--- config.mk ---
export PLATFORM = sky130hd
export DESIGN_NAME = rpn_sequencer
export DESIGN_NICKNAME = d
export VERILOG_FILES = /design/src/rtl/rpn_sequencer.sv
export SDC_FILE = /design/constraint.sdc
export NUM_CORES = 1
export LEC_CHECK = 0
export CAP_MARGIN = 25
export CORE_AREA = 2 2 102 104
export DETAILED_ROUTE_END_ITERATION = 8
export DIE_AREA = 0 0 104 106
export GPL_TIMING_DRIVEN = 0
export PLACE_DENSITY_LB_ADDON = 0.25
export SETUP_SLACK_MARGIN = 0.02
export SYNTH_ARGS = -nofsm -noshare
export SYNTH_HDL_FRONTEND = slang
export SYNTH_SLANG_ARGS = --single-unit
--- constraint.sdc ---
create_clock -name clk -period 7.9 [get_ports clk]
set_input_delay 2.37 -clock clk [delete_from_list [all_inputs] [get_ports clk]]
set_output_delay 2.37 -clock clk [all_outputs]
set_load 0.02 [all_outputs]
--- src/rtl/rpn_sequencer.sv ---
// rtl/rpn_sequencer.sv - RPN token sequencer driving an external operand stack
// Operands are pushed directly; operators pop two words, compute, and push the result.
module rpn_sequencer #(
    parameter int WIDTH = 8,
    parameter int DEPTH = 8
) (
    input  logic                     clk,
    input  logic                     rst,
    input  logic                     tok_valid,
    output logic                     tok_ready,
    input  logic                     tok_is_op,
    input  logic [WIDTH-1:0]         tok_data,
    output logic                     stk_push,
    output logic                     stk_pop,
    output logic [WIDTH-1:0]         stk_data_in,
    input  logic [WIDTH-1:0]         stk_data_out,
    output logic                     res_valid,
    output logic [WIDTH-1:0]         res_data,
    output logic                     err,
    output logic [$clog2(DEPTH):0]   depth
);

    localparam int DW = $clog2(DEPTH) + 1;

    typedef enum logic [2:0] {
        IDLE   = 3'd0,
        WAIT_B = 3'd1,
        WAIT_A = 3'd2,
        PUSH_R = 3'd3,
        WAIT_R = 3'd4
    } state_t;

    localparam logic [1:0] OP_ADD = 2'd0;
    localparam logic [1:0] OP_SUB = 2'd1;
    localparam logic [1:0] OP_MUL = 2'd2;
    localparam logic [1:0] OP_RES = 2'd3;

    state_t           state_q, state_d;
    logic [1:0]       op_q, op_d;
    logic [WIDTH-1:0] a_q, a_d;
    logic [WIDTH-1:0] b_q, b_d;
    logic [DW-1:0]    depth_q, depth_d;
    logic             err_q, err_d;
    logic             res_valid_q, res_valid_d;
    logic [WIDTH-1:0] res_data_q, res_data_d;
    logic             accept;

    // State resets asynchronously, so ready needs the raw reset to stay low while held.
    assign tok_ready = rst && (state_q == IDLE);
    assign accept    = tok_valid && tok_ready;

    always_ff @(posedge clk or negedge rst) begin
        if (!rst) begin
            state_q     <= IDLE;
            op_q        <= OP_ADD;
            a_q         <= '0;
            b_q         <= '0;
            depth_q     <= '0;
            err_q       <= 1'b0;
            res_valid_q <= 1'b0;
            res_data_q  <= '0;
        end else begin
            state_q     <= state_d;
            op_q        <= op_d;
            a_q         <= a_d;
            b_q         <= b_d;
            depth_q     <= depth_d;
            err_q       <= err_d;
            res_valid_q <= res_valid_d;
            res_data_q  <= res_data_d;
        end
    end

    always_comb begin
        state_d     = state_q;
        op_d        = op_q;
        a_d         = a_q;
        b_d         = b_q;
        depth_d     = depth_q;
        err_d       = 1'b0;
        res_valid_d = 1'b0;
        res_data_d  = res_data_q;
        stk_push    = 1'b0;
        stk_pop     = 1'b0;
        stk_data_in = '0;

        case (state_q)
            IDLE: begin
                if (accept) begin
                    if (!tok_is_op) begin
                        if (depth_q < DW'(DEPTH)) begin
                            stk_push    = 1'b1;
                            stk_data_in = tok_data;
                            depth_d     = depth_q + DW'(1);
                        end else begin
                            err_d = 1'b1;
                        end
                    end else if (tok_data[1:0] == OP_RES) begin
                        if (depth_q != '0) begin
                            stk_pop = 1'b1;
                            state_d = WAIT_R;
                        end else begin
                            err_d = 1'b1;
                        end
                    end else if (depth_q >= DW'(2)) begin
                        stk_pop = 1'b1;
                        op_d    = tok_data[1:0];
                        state_d = WAIT_B;
                    end else begin
                        err_d = 1'b1;
                    end
                end
            end
            // The first pop returns the newer operand (b); the second returns a.
            WAIT_B: begin
                b_d     = stk_data_out;
                stk_pop = 1'b1;
                state_d = WAIT_A;
            end
            WAIT_A: begin
                a_d     = stk_data_out;
                state_d = PUSH_R;
            end
            PUSH_R: begin
                stk_push = 1'b1;
                case (op_q)
                    OP_SUB:  stk_data_in = a_q - b_q;
                    OP_MUL:  stk_data_in = a_q * b_q;
                    default: stk_data_in = a_q + b_q;
                endcase
                depth_d = depth_q - DW'(1);
                state_d = IDLE;
            end
            WAIT_R: begin
                res_data_d  = stk_data_out;
                res_valid_d = 1'b1;
                depth_d     = depth_q - DW'(1);
                state_d     = IDLE;
            end
            default: state_d = IDLE;
        endcase
    end

    assign res_valid = res_valid_q;
    assign res_data  = res_data_q;
    assign err       = err_q;
    assign depth     = depth_q;

endmodule

==> flow_summary.ini, run 1 <==
[outcome]
outcome = complete, no violations

[critical_path]
cp-end-kind = output port
crit_required_ns = 5.53
crit_path_max_fanout = 7
r2r-start = state_q[1]
crit_type = reg -> out
start_kind = register
reg2reg_slack_ns = 5.80
reg2regPathDepth = 10
arrival_ns = 5.16
reg2reg_to = depth[3]

[route]
vias_per_cell = 4.61
drt_iter0_drc = 50
wl_per_cell_um = 13.3
drt-total-wl_mm = 6.57
drt_first_pass_iters = 4
drc_errors = 0
vias = 2278
ant_nets = 0

[synthesis]
yosysMostFrequentCell = nand2_1
synthArstFlopShare_pct = 100
syn_nets = 369
synth.distinct_cells = 41
synthTopCellsByArea = dfrtp_1 (30%), ha_1 (12%), fa_1 (9.6%)
synth_flop_cell = dfrtp_1
synth_edf_count = 0
synth-seq-cells = 35
ys_seq_area_share_pct = 30.1
yosysWarnings = 0
synth.top_cells.by_count = nand2_1 (36), dfrtp_1 (35), inv_1 (29)
netlist_instances = 308
netlist_area_um2 = 2910
synth_top_cell_by_area = dfrtp_1
synth_top_area_share_pct = 30.1
syn_avg_cell_area_um2 = 9.45

[sta]
final_max_slew_viol_count = 0
finalClockSkew_ns = 0.00506
rsz0062_at_grt = no
worstMarginPinSlew_ns = 0.861
finalSetupTns_ns = 0
finalSetupViolCount = 0
worst_slack_ns = 0.372
maxClockFrequency_mhz = 133
slew_headroom_pct = 42.5
min_period_ns = 7.53
hold_violations = 0
fin_crit_sh_pct = 95.3

[grt]
grt_pass1_vias = 2360
grt_usage_pct = 12.7
grt_pass1_wl_mm = 11.4
grt_overflow = 0
grt_max_degree = 39
antenna_found_initial = 0

[finish]
fin_nets = 419
drive_above_1_share_pct = 10.9
final_util_pct = 36.0
diodes = 0
area_growth_pct = 23.7
layoutNonFillerInstCount = 494

[cts]
cts-root-buf = clkbuf_8
ctsResizeCount = 0
cts_max_level = 2
path_clk_slew_ns = 0.07
hold_buffers = 0
cts_setup_buffers = 0
cts_tree = done
clock_latency_ns = 0.28
clockBufferDepth = 2
numCtsBuffers = 5
clock-sinks = 35

[die]
core-area_um2 = 10000
rows = 37
chipHeight_um = 106
pin_count = 45
dieWidth_um = 104
die_area_um2 = 11000
initial_core_util_pct = 29.1

[hold_path]
hold_start = op_q[0]
whs_path_depth = 1
hold_end = op_q[0]
hold_class = reg -> reg

[run]
cap_violations = 0

[placed_design]
dp_cells = 488
io_buffers = 44
pre_cts_ws_ns = 0.549
hpwlAfterDp_mm = 5.23
gp_congestion = 0.819
==> per-stage QoR <==
| stage | cell area [um2] | hold slack [ns] |
|---|---|---|
| after floorplan | 2910 | 0.475 |
| after CTS | 3600 | 0.510 |
| after global routing | 3600 | 0.533 |
| final | 3600 | 0.503 |
| after detailed placement | 3520 | 0.495 |
| after global placement | 3520 | 0.491 |
==> how the worst max path moves through the flow <==
| stage | startpoint | end | slack (ns) | depth (start not counted) |
|---|---|---|---|---|
| 2_1_floorplan | b_q[4] | stk_data_in[7] | 1.39 | 15 |
| 3_3_place_gp | rst | stk_data_in[0] | -0.11 | 7 |
| 3_5_place_dp | b_q[4] | stk_data_in[7] | 0.55 | 16 |
| 4_1_cts | b_q[4] | stk_data_in[7] | 0.22 | 16 |
| 5_1_grt | b_q[3] | stk_data_in[7] | 0.12 | 16 |
| 6_report | b_q[3] | stk_data_in[7] | 0.37 | 16 |
==> state kept, by name (all words and copies together) (netlist names) <==
signal     count
depth          4
b_q            8
state_q        3
a_q            8
op_q           2
res_valid      1
err            1
res_data       8
==> critical path, stage by stage, from the launching register on <==
cell             delay (ns)
dfrtp_1                0.32
clkbuf_1               0.29
nand2_1                0.15
fa_1                   0.44
fa_1                   0.54
inv_1                  0.05
fa_1                   0.47
inv_1                  0.06
fa_1                   0.54
inv_1                  0.05
ha_1                   0.32
a21oi_1                0.18
xnor3_1                0.24
xnor3_1                0.40
mux2i_1                0.09
o21ai_1                0.13
clkdlybuf4s50_1        0.62
==> kinds of logic (layout without fill, tap and decap cells) <==
kind of cell    after synthesis  in the layout  share of synthesized area, %
simple gates                 97             97                          15.9
compound gates               47             47                          9.67
fa+ha+maj                    41             41                          21.2
buf+inv                      38             88                          5.07
flops                        35             35                          30.1
xor+xnor                     27             27                          9.33
mux                          23             23                          8.73
==> routing by layer <==
metal,track usage (%),vias to the layer above,share of wire (%)
met5,0,-,0
met4,5.12,0,2.0
met3,1.41,14,3.3
met2,21.3,54,46
met1,16.9,1083,49
li1,-,1127,-
==> placed cells by master, fill, tap and decap left out, drive strengths merged, types with 2 or more instances in the layout <==
cell | netlist | routed
a21o | 3 | 3
nand3b | 2 | 2
nor3 | 7 | 7
xnor2 | 21 | 21
o21ai | 18 | 18
mux2i | 4 | 4
dfrtp | 35 | 35
clkdlybuf4s50 | 0 | 43
nand3 | 2 | 2
xnor3 | 2 | 2
nor2b | 5 | 5
o2111ai | 2 | 2
and2 | 11 | 11
xor2 | 4 | 4
mux2 | 19 | 19
nand2 | 38 | 38
nor3b | 3 | 3
fa | 14 | 14
a31oi | 6 | 6
nor2 | 22 | 22
or2 | 2 | 2
buf | 4 | 5
ha | 27 | 27
inv | 29 | 29
clkbuf | 5 | 10
o22a | 2 | 2
a21oi | 10 | 10
==> layout make-up <==
class / instances / area, um2
plain buffers: 8 / 35.0
clock buffers: 6 / 82.6
clock inverters: 1 / 5.00
fillers: 1086 / 6400
inverters: 29 / 109
multi-input cells: 235 / 1890
flip-flops and latches: 35 / 876
well taps: 136 / 170
repair buffers: 44 / 435
Power of run 1 is not shown: default switching activity piles up to over one toggle a cycle in this logic, so the estimate is an artifact.
==> inputs of run 2 (changes only) <==
--- a/config.mk
+++ b/config.mk
@@ -10,8 +10,9 @@
 export DETAILED_ROUTE_END_ITERATION = 8
 export DIE_AREA = 0 0 104 106
 export GPL_TIMING_DRIVEN = 0
-export PLACE_DENSITY_LB_ADDON = 0.25
+export PLACE_DENSITY_LB_ADDON = 0.2
 export SETUP_SLACK_MARGIN = 0.02
+export SLEW_MARGIN = 25
 export SYNTH_ARGS = -nofsm -noshare
 export SYNTH_HDL_FRONTEND = slang
 export SYNTH_SLANG_ARGS = --single-unit
==> run 2 against run 1 <==
Net effect: non-clock buffer count grew 1; die area unchanged; first-iteration DRC count grew 14%; worst setup slack improved by 0.011 ns; flip-flop and latch count unchanged; wire length grew 3.5%; core utilization grew 0.45 points; clock skew increased by 0.0024 ns; largest cell class unchanged; cell count up 0.40%; register-to-register slack got worse by 0.03 ns; via count decreased by 1.1%; cell area grew 1.3%.
==> flow_summary.ini, run 2 (synthesized netlist as in run 1, its figures left out) <==
[grt]
grt_max_degree = 25
grt_overflow = 0
grt_pass1_vias = 2397
antenna_found_initial = 0
grt_usage_pct = 13.3
grt_pass1_wl_mm = 12.0

[cts]
ctsResizeCount = 0
clock-sinks = 35
cts-root-buf = clkbuf_8
clockBufferDepth = 2
clock_latency_ns = 0.29
path_clk_slew_ns = 0.08
cts_tree = done
cts_max_level = 2
cts_setup_buffers = 0
numCtsBuffers = 5
hold_buffers = 0

[sta]
hold_violations = 0
fin_crit_sh_pct = 95.2
min_period_ns = 7.52
rsz0062_at_grt = no
slew_headroom_pct = 44.3
hold_ws_ns = 0.511
finalSetupViolCount = 0
worstMarginPinSlew_ns = 0.833
final_max_slew_viol_count = 0
maxClockFrequency_mhz = 133
finalClockSkew_ns = 0.00742

[critical_path]
crit_buf_inv = 5
slowest_delay_ns = 0.61
reg2reg_slack_ns = 5.77
path_cells = clkbuf_1 -> nand2_1 -> fa_1 -> fa_1 -> inv_1 -> fa_1 -> inv_1 -> fa_1 -> inv_1 -> ha_1 -> a21oi_1 -> xnor3_1 -> xnor3_1 -> mux2i_1 -> o21ai_1 -> clkdlybuf4s50_1
reg2regPathDepth = 10
cp-end-kind = output port
start_kind = register
crit_type = reg -> out
r2r-start = state_q[1]
reg2reg_to = depth[3]
crit_path_max_fanout = 7
critPathSlowestCell = clkdlybuf4s50_1
arrival_ns = 5.15
crit_top_cell = fa_1
crit_family = adder cells
crit_required_ns = 5.53

[die]
core-area_um2 = 10000
chipHeight_um = 106
rows = 37
initial_core_util_pct = 29.1
die_area_um2 = 11000
pin_count = 45
dieWidth_um = 104

[route]
drc_errors = 0
vias_per_cell = 4.54
drt_first_pass_iters = 4
ant_nets = 0
drt_iter0_drc = 57
drt-total-wl_mm = 6.80
vias = 2252
wl_per_cell_um = 13.7

[hold_path]
hold_start = res_data[2]
whs_path_depth = 1
hold_class = reg -> reg
hold_end = res_data[2]

[finish]
fin_nets = 420
layoutNonFillerInstCount = 496
layout_common_cells = clkdlybuf4s50_1 (43), nand2_1 (36), dfrtp_1 (35), inv_1 (29), ha_1 (27)
area_growth_pct = 25.2
drive_above_1_share_pct = 11.4
ff_latch_area_um2 = 876
diodes = 0
multi_input_area_um2 = 1890
nFillCells = 1053
final_common_cell = clkdlybuf4s50_1

[run]
cap_violations = 0

[placed_design]
io_buffers = 44
dp_cells = 489
gp_congestion = 0.834
hpwlAfterDp_mm = 5.41

[outcome]
outcome = complete, no violations
## run 2: cell count changes in the layout (fill, tap and decap cells not counted), sizes merged
cell / change
clkinv: +1
buf: +1
clkbuf: -1
bufinv: +1
## run 2: per-stage QoR
stage | util [%] | area, um2 | setup slack [ns] | TNS [ns]
floorplan | - | 2910 | 1.39 | 0
global placement | 35.2 | 3520 | -0.183 | -1.40
detailed placement | 35.4 | 3540 | 0.615 | 0
CTS | 36.5 | 3650 | 0.276 | 0
global route | 36.4 | 3640 | 0.0788 | 0
finish | 36.4 | 3640 | 0.382 | 0
## run 2: final cells by class
type,instances,share of cell area [%]
clock buffer,5,1.89
timing repair buffer,45,12.5
buffer,8,0.961
clock inverter,3,1.20
sequential,35,24.0
inverter,29,2.99
multi-input combinational,235,51.8
tap,136,4.67
## run 2: how the worst max path moves through the flow
stage | end | start | cells after the start
after CTS | stk_data_in[7] | b_q[4] | 16
after detailed placement | stk_data_in[7] | b_q[4] | 16
final | stk_data_in[7] | b_q[3] | 16
after global placement | stk_data_in[1] | rst | 7
after global routing | stk_data_in[7] | b_q[3] | 17
after floorplan | stk_data_in[7] | b_q[4] | 15
## run 2: routing by layer
layer | vias up | GRT usage, % | routed length, um
met4 | 0 | 4.63 | 142
met3 | 11 | 2.58 | 249
met2 | 47 | 21.3 | 3130
met5 | - | 0 | 0
met1 | 1062 | 18.0 | 3280
li1 | 1132 | - | -
Power of run 2 is left out for the same reason.
==> inputs of run 3 (changes only) <==
--- a/config.mk
+++ b/config.mk
@@ -6,9 +6,9 @@
 export NUM_CORES = 1
 export LEC_CHECK = 0
 export CAP_MARGIN = 25
-export CORE_AREA = 2 2 102 104
+export CORE_AREA = 2 2 89 91
 export DETAILED_ROUTE_END_ITERATION = 8
-export DIE_AREA = 0 0 104 106
+export DIE_AREA = 0 0 91 93
 export GPL_TIMING_DRIVEN = 0
 export PLACE_DENSITY_LB_ADDON = 0.2
 export SETUP_SLACK_MARGIN = 0.02
==> run 3 against run 2 <==
Net effect: wire length fell by 4.9%; worst setup slack improved by 0.0097 ns; die area fell by 23%; critical endpoint unchanged; largest cell class unchanged.
==> flow_summary.ini, run 3 (synthesized netlist as in run 1, its figures left out) <==
[outcome]
outcome = complete, no violations

[critical_path]
start_kind = register
reg2reg_slack_ns = 5.76
crit_type = reg -> out
reg2regPathDepth = 10
crit_family = adder cells
r2r-start = state_q[1]
crit_buf_inv = 4
crit_required_ns = 5.53
path_cells = inv_1 -> nor2_1 -> ha_1 -> inv_1 -> fa_1 -> inv_1 -> ha_1 -> fa_1 -> fa_1 -> a21o_1 -> a21oi_1 -> xnor3_1 -> xnor3_1 -> mux2i_1 -> o21ai_1 -> clkdlybuf4s50_1
critPathSlowestCell = clkdlybuf4s50_1
slowest_delay_ns = 0.64
arrival_ns = 5.14
reg2reg_to = depth[3]
cp-end-kind = output port
crit_path_max_fanout = 7

[placed_design]
gp_congestion = 0.784
io_buffers = 44
hpwlAfterDp_mm = 5.22

[cts]
cts-root-buf = clkbuf_8
path_clk_slew_ns = 0.07
ctsResizeCount = 0
clock-sinks = 35
clock_latency_ns = 0.29
cts_setup_buffers = 0
hold_buffers = 0
numCtsBuffers = 5
cts_max_level = 2
cts_tree = done
clockBufferDepth = 2

[die]
chipHeight_um = 93
dieWidth_um = 91
die_area_um2 = 8460
core-area_um2 = 7530
initial_core_util_pct = 38.7
rows = 32
pin_count = 45

[sta]
maxClockFrequency_mhz = 133
rsz0062_at_grt = no
min_period_ns = 7.51
finalSetupTns_ns = 0
hold_violations = 0
fin_crit_sh_pct = 95.0
finalClockSkew_ns = 0.00917
final_max_slew_viol_count = 0
slew_headroom_pct = 47.7
finalSetupViolCount = 0
worstMarginPinSlew_ns = 0.782

[route]
vias_per_cell = 4.89
vias = 2259
drt_first_pass_iters = 6
ant_nets = 0
wl_per_cell_um = 14.0
drc_errors = 0
drt_iter0_drc = 96
drt-total-wl_mm = 6.47

[hold_path]
whs_path_depth = 1
hold_end = res_data[1]
hold_start = res_data[1]
hold_class = reg -> reg

[grt]
grt_max_degree = 24
grt_use_met3_pct = 2.42
grt_overflow = 0
antenna_found_initial = 0
use_met1_pct = 22.2
grt_pass1_vias = 2306
gr-max-usage-layer = met2
grtUsageMet2_pct = 27.7
grt_pass1_wl_mm = 11.3
grt_usage_pct = 16.4

[finish]
layout_common_cells = clkdlybuf4s50_1 (43), nand2_1 (36), dfrtp_1 (35), inv_1 (29), ha_1 (27)
drive_above_1_share_pct = 11.4
nFillCells = 758
area_growth_pct = 24.2
fin_nets = 420
diodes = 0
final_common_cell = clkdlybuf4s50_1

[run]
cap_violations = 0
[run 3: changes by cell type in the layout (fill, tap and decap cells not counted)]
| cell | delta |
|---|---|
| clkbuf_8 | +1 |
| buf_16 | +1 |
| buf_12 | -1 |
| clkinv_4 | -1 |
[run 3: area by class of cell]
type                    count  area (um2)  share of cell area, %
plain buffers               8        35.0                  0.969
clock buffers               6        82.6                   2.28
clock inverters             2        35.0                  0.969
inverters                  29         109                   3.01
multi-input cells         235        1890                   52.2
flip-flops and latches     35         876                   24.2
well taps                 102         128                   3.53
repair buffers             45         463                   12.8
[run 3: stage by stage]
stage / setup slack, ns / utilization (%) / hold slack [ns] / cells / cell area, um2
6_report: 0.392 / 48.0 / 0.511 / 462 / 3610
5_1_grt: 0.0880 / 48.0 / 0.537 / 462 / 3610
4_1_cts: 0.274 / 48.1 / 0.517 / 463 / 3620
3_5_place_dp: 0.605 / 46.5 / 0.495 / 455 / 3500
3_3_place_gp: -0.216 / 46.2 / 0.489 / 454 / 3480
2_1_floorplan: 1.39 / - / 0.475 / 308 / 2910
[run 3: worst register-to-register path: cells and delay by family (launching register included)]
kind                     cells  cell delay, ns
AO/OA/AOI/OAI                3            0.46
AND/OR/NAND/NOR              3            0.44
flip-flops                   1            0.43
buffers and inverters        2            0.34
adder cells (fa/ha/maj)      1            0.26
XOR/XNOR                     1            0.14
[run 3: per-layer routing]
| layer | part of all wire, % | up-vias |
|---|---|---|
| met4 | 1.3 | 0 |
| li1 | - | 1136 |
| met5 | 0 | - |
| met2 | 48 | 44 |
| met3 | 3.1 | 7 |
| met1 | 47 | 1072 |
[run 3: how the worst max path moves through the flow]
stage                start  depth (start not counted)             end
floorplan           b_q[4]                         15  stk_data_in[7]
global placement       rst                          7  stk_data_in[7]
detailed placement  b_q[4]                         16  stk_data_in[7]
CTS                 b_q[4]                         16  stk_data_in[7]
global route        b_q[3]                         17  stk_data_in[7]
finish              b_q[2]                         16  stk_data_in[7]
Power of run 3 is left out for the same reason.
==> edit 1, RTL diff (flow settings as in run 3) <==
The 5 states of `state_t` get a one-hot encoding in 5 bits.
--- a/src/rtl/rpn_sequencer.sv
+++ b/src/rtl/rpn_sequencer.sv
@@ -22,12 +22,12 @@
 
     localparam int DW = $clog2(DEPTH) + 1;
 
-    typedef enum logic [2:0] {
-        IDLE   = 3'd0,
-        WAIT_B = 3'd1,
-        WAIT_A = 3'd2,
-        PUSH_R = 3'd3,
-        WAIT_R = 3'd4
+    typedef enum logic [4:0] {
+        IDLE   = 5'b00001,
+        WAIT_B = 5'b00010,
+        WAIT_A = 5'b00100,
+        PUSH_R = 5'b01000,
+        WAIT_R = 5'b10000
     } state_t;
 
     localparam logic [1:0] OP_ADD = 2'd0;
Check against the original RTL: no difference found for any inputs over 10 cycles, from zero or initial values and one cycle with rst low; not proved beyond that.
==> edit 1 against run 3 <==
- sequential cell count is 2 higher
- count of clock-buffer cells in the layout is 1 higher
- design area is 1.5% higher
- worst setup slack better by 48 ps
- wire length is 4.7% higher
- area after synthesis is 3.2% higher
==> edit 1: results (changes against run 3) <==
1st-pass router iterations = 4 (-2)
Net Switching = 613.4 uW
GPL Wtd Cong = 0.8601 (+9.7%)
top cells by count, synth = nand2_1, dfrtp_1, inv_1
post-DP HPWL = 5434 um (+4.2%)
peak supply drop = 145.9 uV
post-CTS resize count = 0 (unchanged)
largest net degree at the start of global routing = 32 (+33%)
H-tree Lvls = 2 (unchanged)
vias per cell = 4.990 (+2.1%)
outcome = finished clean
layout net count = 453 (+7.9%)
Primary FF master, synth = dfrtp_1
R2R depth = 9 (-1)
count of different cell masters after synthesis = 40 (-2.4%)
post-synthesis sequential area ratio = 0.3087 (+0.007804)
Worst Tran Pin Value = 816.5 ps (+34.27 ps)
Worst R2R Setup Slack = 5420 ps (-340 ps)
Tot GR Track Use = 0.1745 (+0.01086)
cell class contributing the biggest share of worst-path delay = adder cells
final slew viol count = 0 (unchanged)
slowest stage delay, CP = 600 ps (-40 ps)
Crit path arrival time = 5090 ps (-50 ps)
DR iter-0 viols = 85 (-11%)
vias in the first global route = 2501 (+8.5%)
share of cells above drive strength 1 = 0.06361 (-0.05028)
DP Area = 3586 sq um (+2.4%)
Syn Nets = 401 (+8.7%)
global-route wire length before repair = 11820 um (+4.6%)
Bufs on Longest Clock Path = 2 (unchanged)
Crit. Startpoint = b_q[3]$_DFFE_PN0P_
Worst Clk Skew = 9.953 ps (+0.7844 ps)
DRT Wirelength = 6768 um (+4.7%)
synth top area cells = dfrtp_1, ha_1, fa_1
-- edit 1: kinds of logic after synthesis --
kind of cell,Yosys count,synth area share
muxes,12,0.04417
buffers and inverters,41,0.05292
xor gates and xnor gates,27,0.09250
and+or+nand+nor,137,0.2054
DFF,37,0.3088
AOI/OAI and AO/OA,45,0.09042
adders and majority gates,41,0.2058
-- edit 1: final cells by class --
cell class	count	area, sq um
Tap cell	102	127.6
Buffer	8	35.03
Clock buffer	7	76.32
Fill cell	733	3860
Clock inverter	1	5.005
Multi-Input combinational cell	262	1917
Inverter	33	123.9
Timing Repair Buffer	45	455.4
Sequential cell	37	927.1
-- edit 1: worst min path at each step --
stage | startpoint | endpoint | slack, ps | depth (start not counted)
2_1_floorplan | b_q[7]$_DFFE_PN0P_ | b_q[7]$_DFFE_PN0P_ | 490 | 2
3_3_place_gp | res_data[6]$_DFFE_PN0P_ | res_data[6]$_DFFE_PN0P_ | 460 | 2
3_5_place_dp | res_data[6]$_DFFE_PN0P_ | res_data[6]$_DFFE_PN0P_ | 460 | 2
4_1_cts | res_data[1]$_DFFE_PN0P_ | res_data[1]$_DFFE_PN0P_ | 490 | 2
5_1_grt | res_data[7]$_DFFE_PN0P_ | res_data[7]$_DFFE_PN0P_ | 520 | 2
6_report | res_data[6]$_DFFE_PN0P_ | res_data[6]$_DFFE_PN0P_ | 480 | 2
-- edit 1: through the flow --
stage / std cells / setup WS (ps)
detailed placement: 487 / 715.4
floorplan: 340 / 1603
global placement: 486 / -316.2
CTS: 495 / 379.1
finish: 495 / 439.8
global route: 495 / 226.4
-- edit 1: worst reg2reg max path, stage by stage (launching register included) --
cell and delay (ps):
dfrtp_1 420, nor3_1 270, nand3b_1 350, nand2_1 300
ha_1 270, a21o_1 180, a21oi_1 190, xor2_1 170
nor2_1 60, xor2_1 150
-- edit 1: power by group through the flow --
stage	Combinational (uW)	Sequential [uW]	Clock (uW)
2_1_floorplan	752	289	0
3_3_place_gp	998	280	0
3_5_place_dp	1020	281	0
4_1_cts	1020	278	131
5_1_grt	1150	286	137
6_report	995	278	124
-- edit 1: layer usage --
metal | vias to the layer above | global-route usage | wire length [um]
li1 | 1223 | - | -
met1 | 1199 | 0.2344 | 3221
met2 | 40 | 0.2969 | 3275
met3 | 8 | 0.02579 | 195
met4 | 0 | 0.04545 | 75
met5 | - | 0 | 0
==> edit 2, RTL diff (settings of run 3) <==
Made on the original files. Set the parameter `DEPTH` to 16 (it was 8).
--- a/src/rtl/rpn_sequencer.sv
+++ b/src/rtl/rpn_sequencer.sv
@@ -2,7 +2,7 @@
 // Operands are pushed directly; operators pop two words, compute, and push the result.
 module rpn_sequencer #(
     parameter int WIDTH = 8,
-    parameter int DEPTH = 8
+    parameter int DEPTH = 16
 ) (
     input  logic                     clk,
     input  logic                     rst,
Interface: changed (resized depth); port bits go from 45 to 46. No check against the original RTL was run, so the function may have changed too.
==> edit 2 against run 3 <==
- global-route usage decreased by 0.39 points
- area after synthesis grew 2.9%
- worst setup slack gained 330 ps
- maximum frequency is 4.6% higher
- design area increased by 1.9%
- wire length down 2.2%
- sequential cell count increased by 1
- count of clock-buffer cells in the layout grew 1
Power is not shown: default switching activity piles up to over one toggle a cycle in this logic, so the estimate is an artifact.
==> edit 2: results (changes against run 3) <==
outcome = finished clean
1st-pass router iterations = 4 (-2)
metal2 WL = 2954 um (-5.7%)
mux contribution to synthesized area = 0.07814 (-0.009130)
Post-Synth Adder-Cell Area = 0.2106 (-0.001767)
top cells by count, synth = nand2_1, dfrtp_1, inv_1
synth top area cells = dfrtp_1, ha_1, fa_1
H-tree Lvls = 2 (unchanged)
routing usage on met3 = 0.02176 (-0.002417)
GPL Wtd Cong = 0.8419 (+7.4%)
Bufs on Longest Clock Path = 2 (unchanged)
count of different cell masters after synthesis = 41 (unchanged)
xor-xnor portion of the synthesized cell area = 0.09361 (+0.0003131)
post-DP HPWL = 5149 um (-1.3%)
slowest stage delay, CP = 620 ps (-20 ps)
share of cells above drive strength 1 = 0.1099 (-0.003969)
WL/cell = 13.32 um (-4.9%)
worst rel slew slack = 0.4473 (-0.03010)
compound-cell area share of the yosys netlist = 0.08692 (-0.009812)
DR iter-0 viols = 78 (-19%)
met1 Use GR = 0.2263 (+0.004181)
Worst Clk Skew = 6.319 ps (-2.850 ps)
GR Layer Usage met2 = 0.2605 (-0.01667)
global-route wire length before repair = 11010 um (-2.6%)
Syn Nets = 382 (+3.5%)
IO buf count = 45 (+2.3%)
Final period util = 0.9084 (-0.04193)
post-CTS resize count = 0 (unchanged)
Tot GR Track Use = 0.1597 (-0.003941)
post-synthesis sequential area ratio = 0.3009 (about the same)
met3 wire len = 213 um (+4.9%)
CP max FO = 8 (+1)
layout net count = 435 (+3.6%)
DRT met1 WL = 3083 um (+1.2%)
CP max stage cell = clkdlybuf4s50_1
largest net degree at the start of global routing = 31 (+29%)
vias in the first global route = 2331 (+1.1%)
Synth Instances = 320 (+3.9%)
vias per cell = 4.851 (-0.80%)
worst skew pair latency = 280 ps
Top Metal Used = met4
Clock transition at path regs = 70 ps (about the same)
Filler cells = 780 (+2.9%)
==> edit 2: path summary, 6_finish.rpt <==
kind                            depth (start not counted)  slack, ps                       to                     from
worst max-delay path                                   15        720           stk_data_in[7]       a_q[2]$_DFFE_PN0N_
worst min-delay path                                    1        510  res_data[5]$_DFFE_PN0P_  res_data[5]$_DFFE_PN0P_
worst max register to register                          8       5400     depth[4]$_DFFE_PN0P_   state_q[2]$_DFFE_PN0P_
worst min register to register                          1        510  res_data[5]$_DFFE_PN0P_  res_data[5]$_DFFE_PN0P_
max in group asynchronous                               2       5560  res_data[6]$_DFFE_PN0P_                      rst
min in group asynchronous                               1       1930     depth[3]$_DFFE_PN0P_                      rst
==> edit 2: per-stage QoR <==
stage	util	setup WS (ps)	instance area, sq um	cells
finish	0.4894	723.4	3684	475
global route	0.4894	472.0	3684	475
CTS	0.4894	647.5	3684	475
detailed placement	0.4766	972.9	3587	468
global placement	0.4746	-356.1	3572	467
floorplan	-	1750	2994	320
==> edit 2: worst max-delay path, delay by kind of cell, from the launching register on <==
family | cells | cell delay (ps)
xor+xnor | 2 | 330
flops | 1 | 540
buf+inv | 4 | 770
simple gates | 1 | 140
mux | 1 | 110
compound gates | 2 | 320
fa+ha+maj | 5 | 2310
==> edit 2: kinds of logic (layout without fill, tap and decap cells) <==
family                     Yosys count  in the layout
and+or+nand+nor                    103            103
AOI/OAI and AO/OA                   44             44
adders and majority gates           42             42
buffers and inverters               42             95
DFF                                 36             36
xor gates and xnor gates            32             32
muxes                               21             21
==> edit 2: area by class of cell <==
cell class | count | share of cell area
multi-input cells | 242 | 0.5211
flip-flops and latches | 36 | 0.2446
repair buffers | 46 | 0.1264
well taps | 102 | 0.03465
inverters | 33 | 0.03363
clock buffers | 7 | 0.02615
plain buffers | 9 | 0.01359
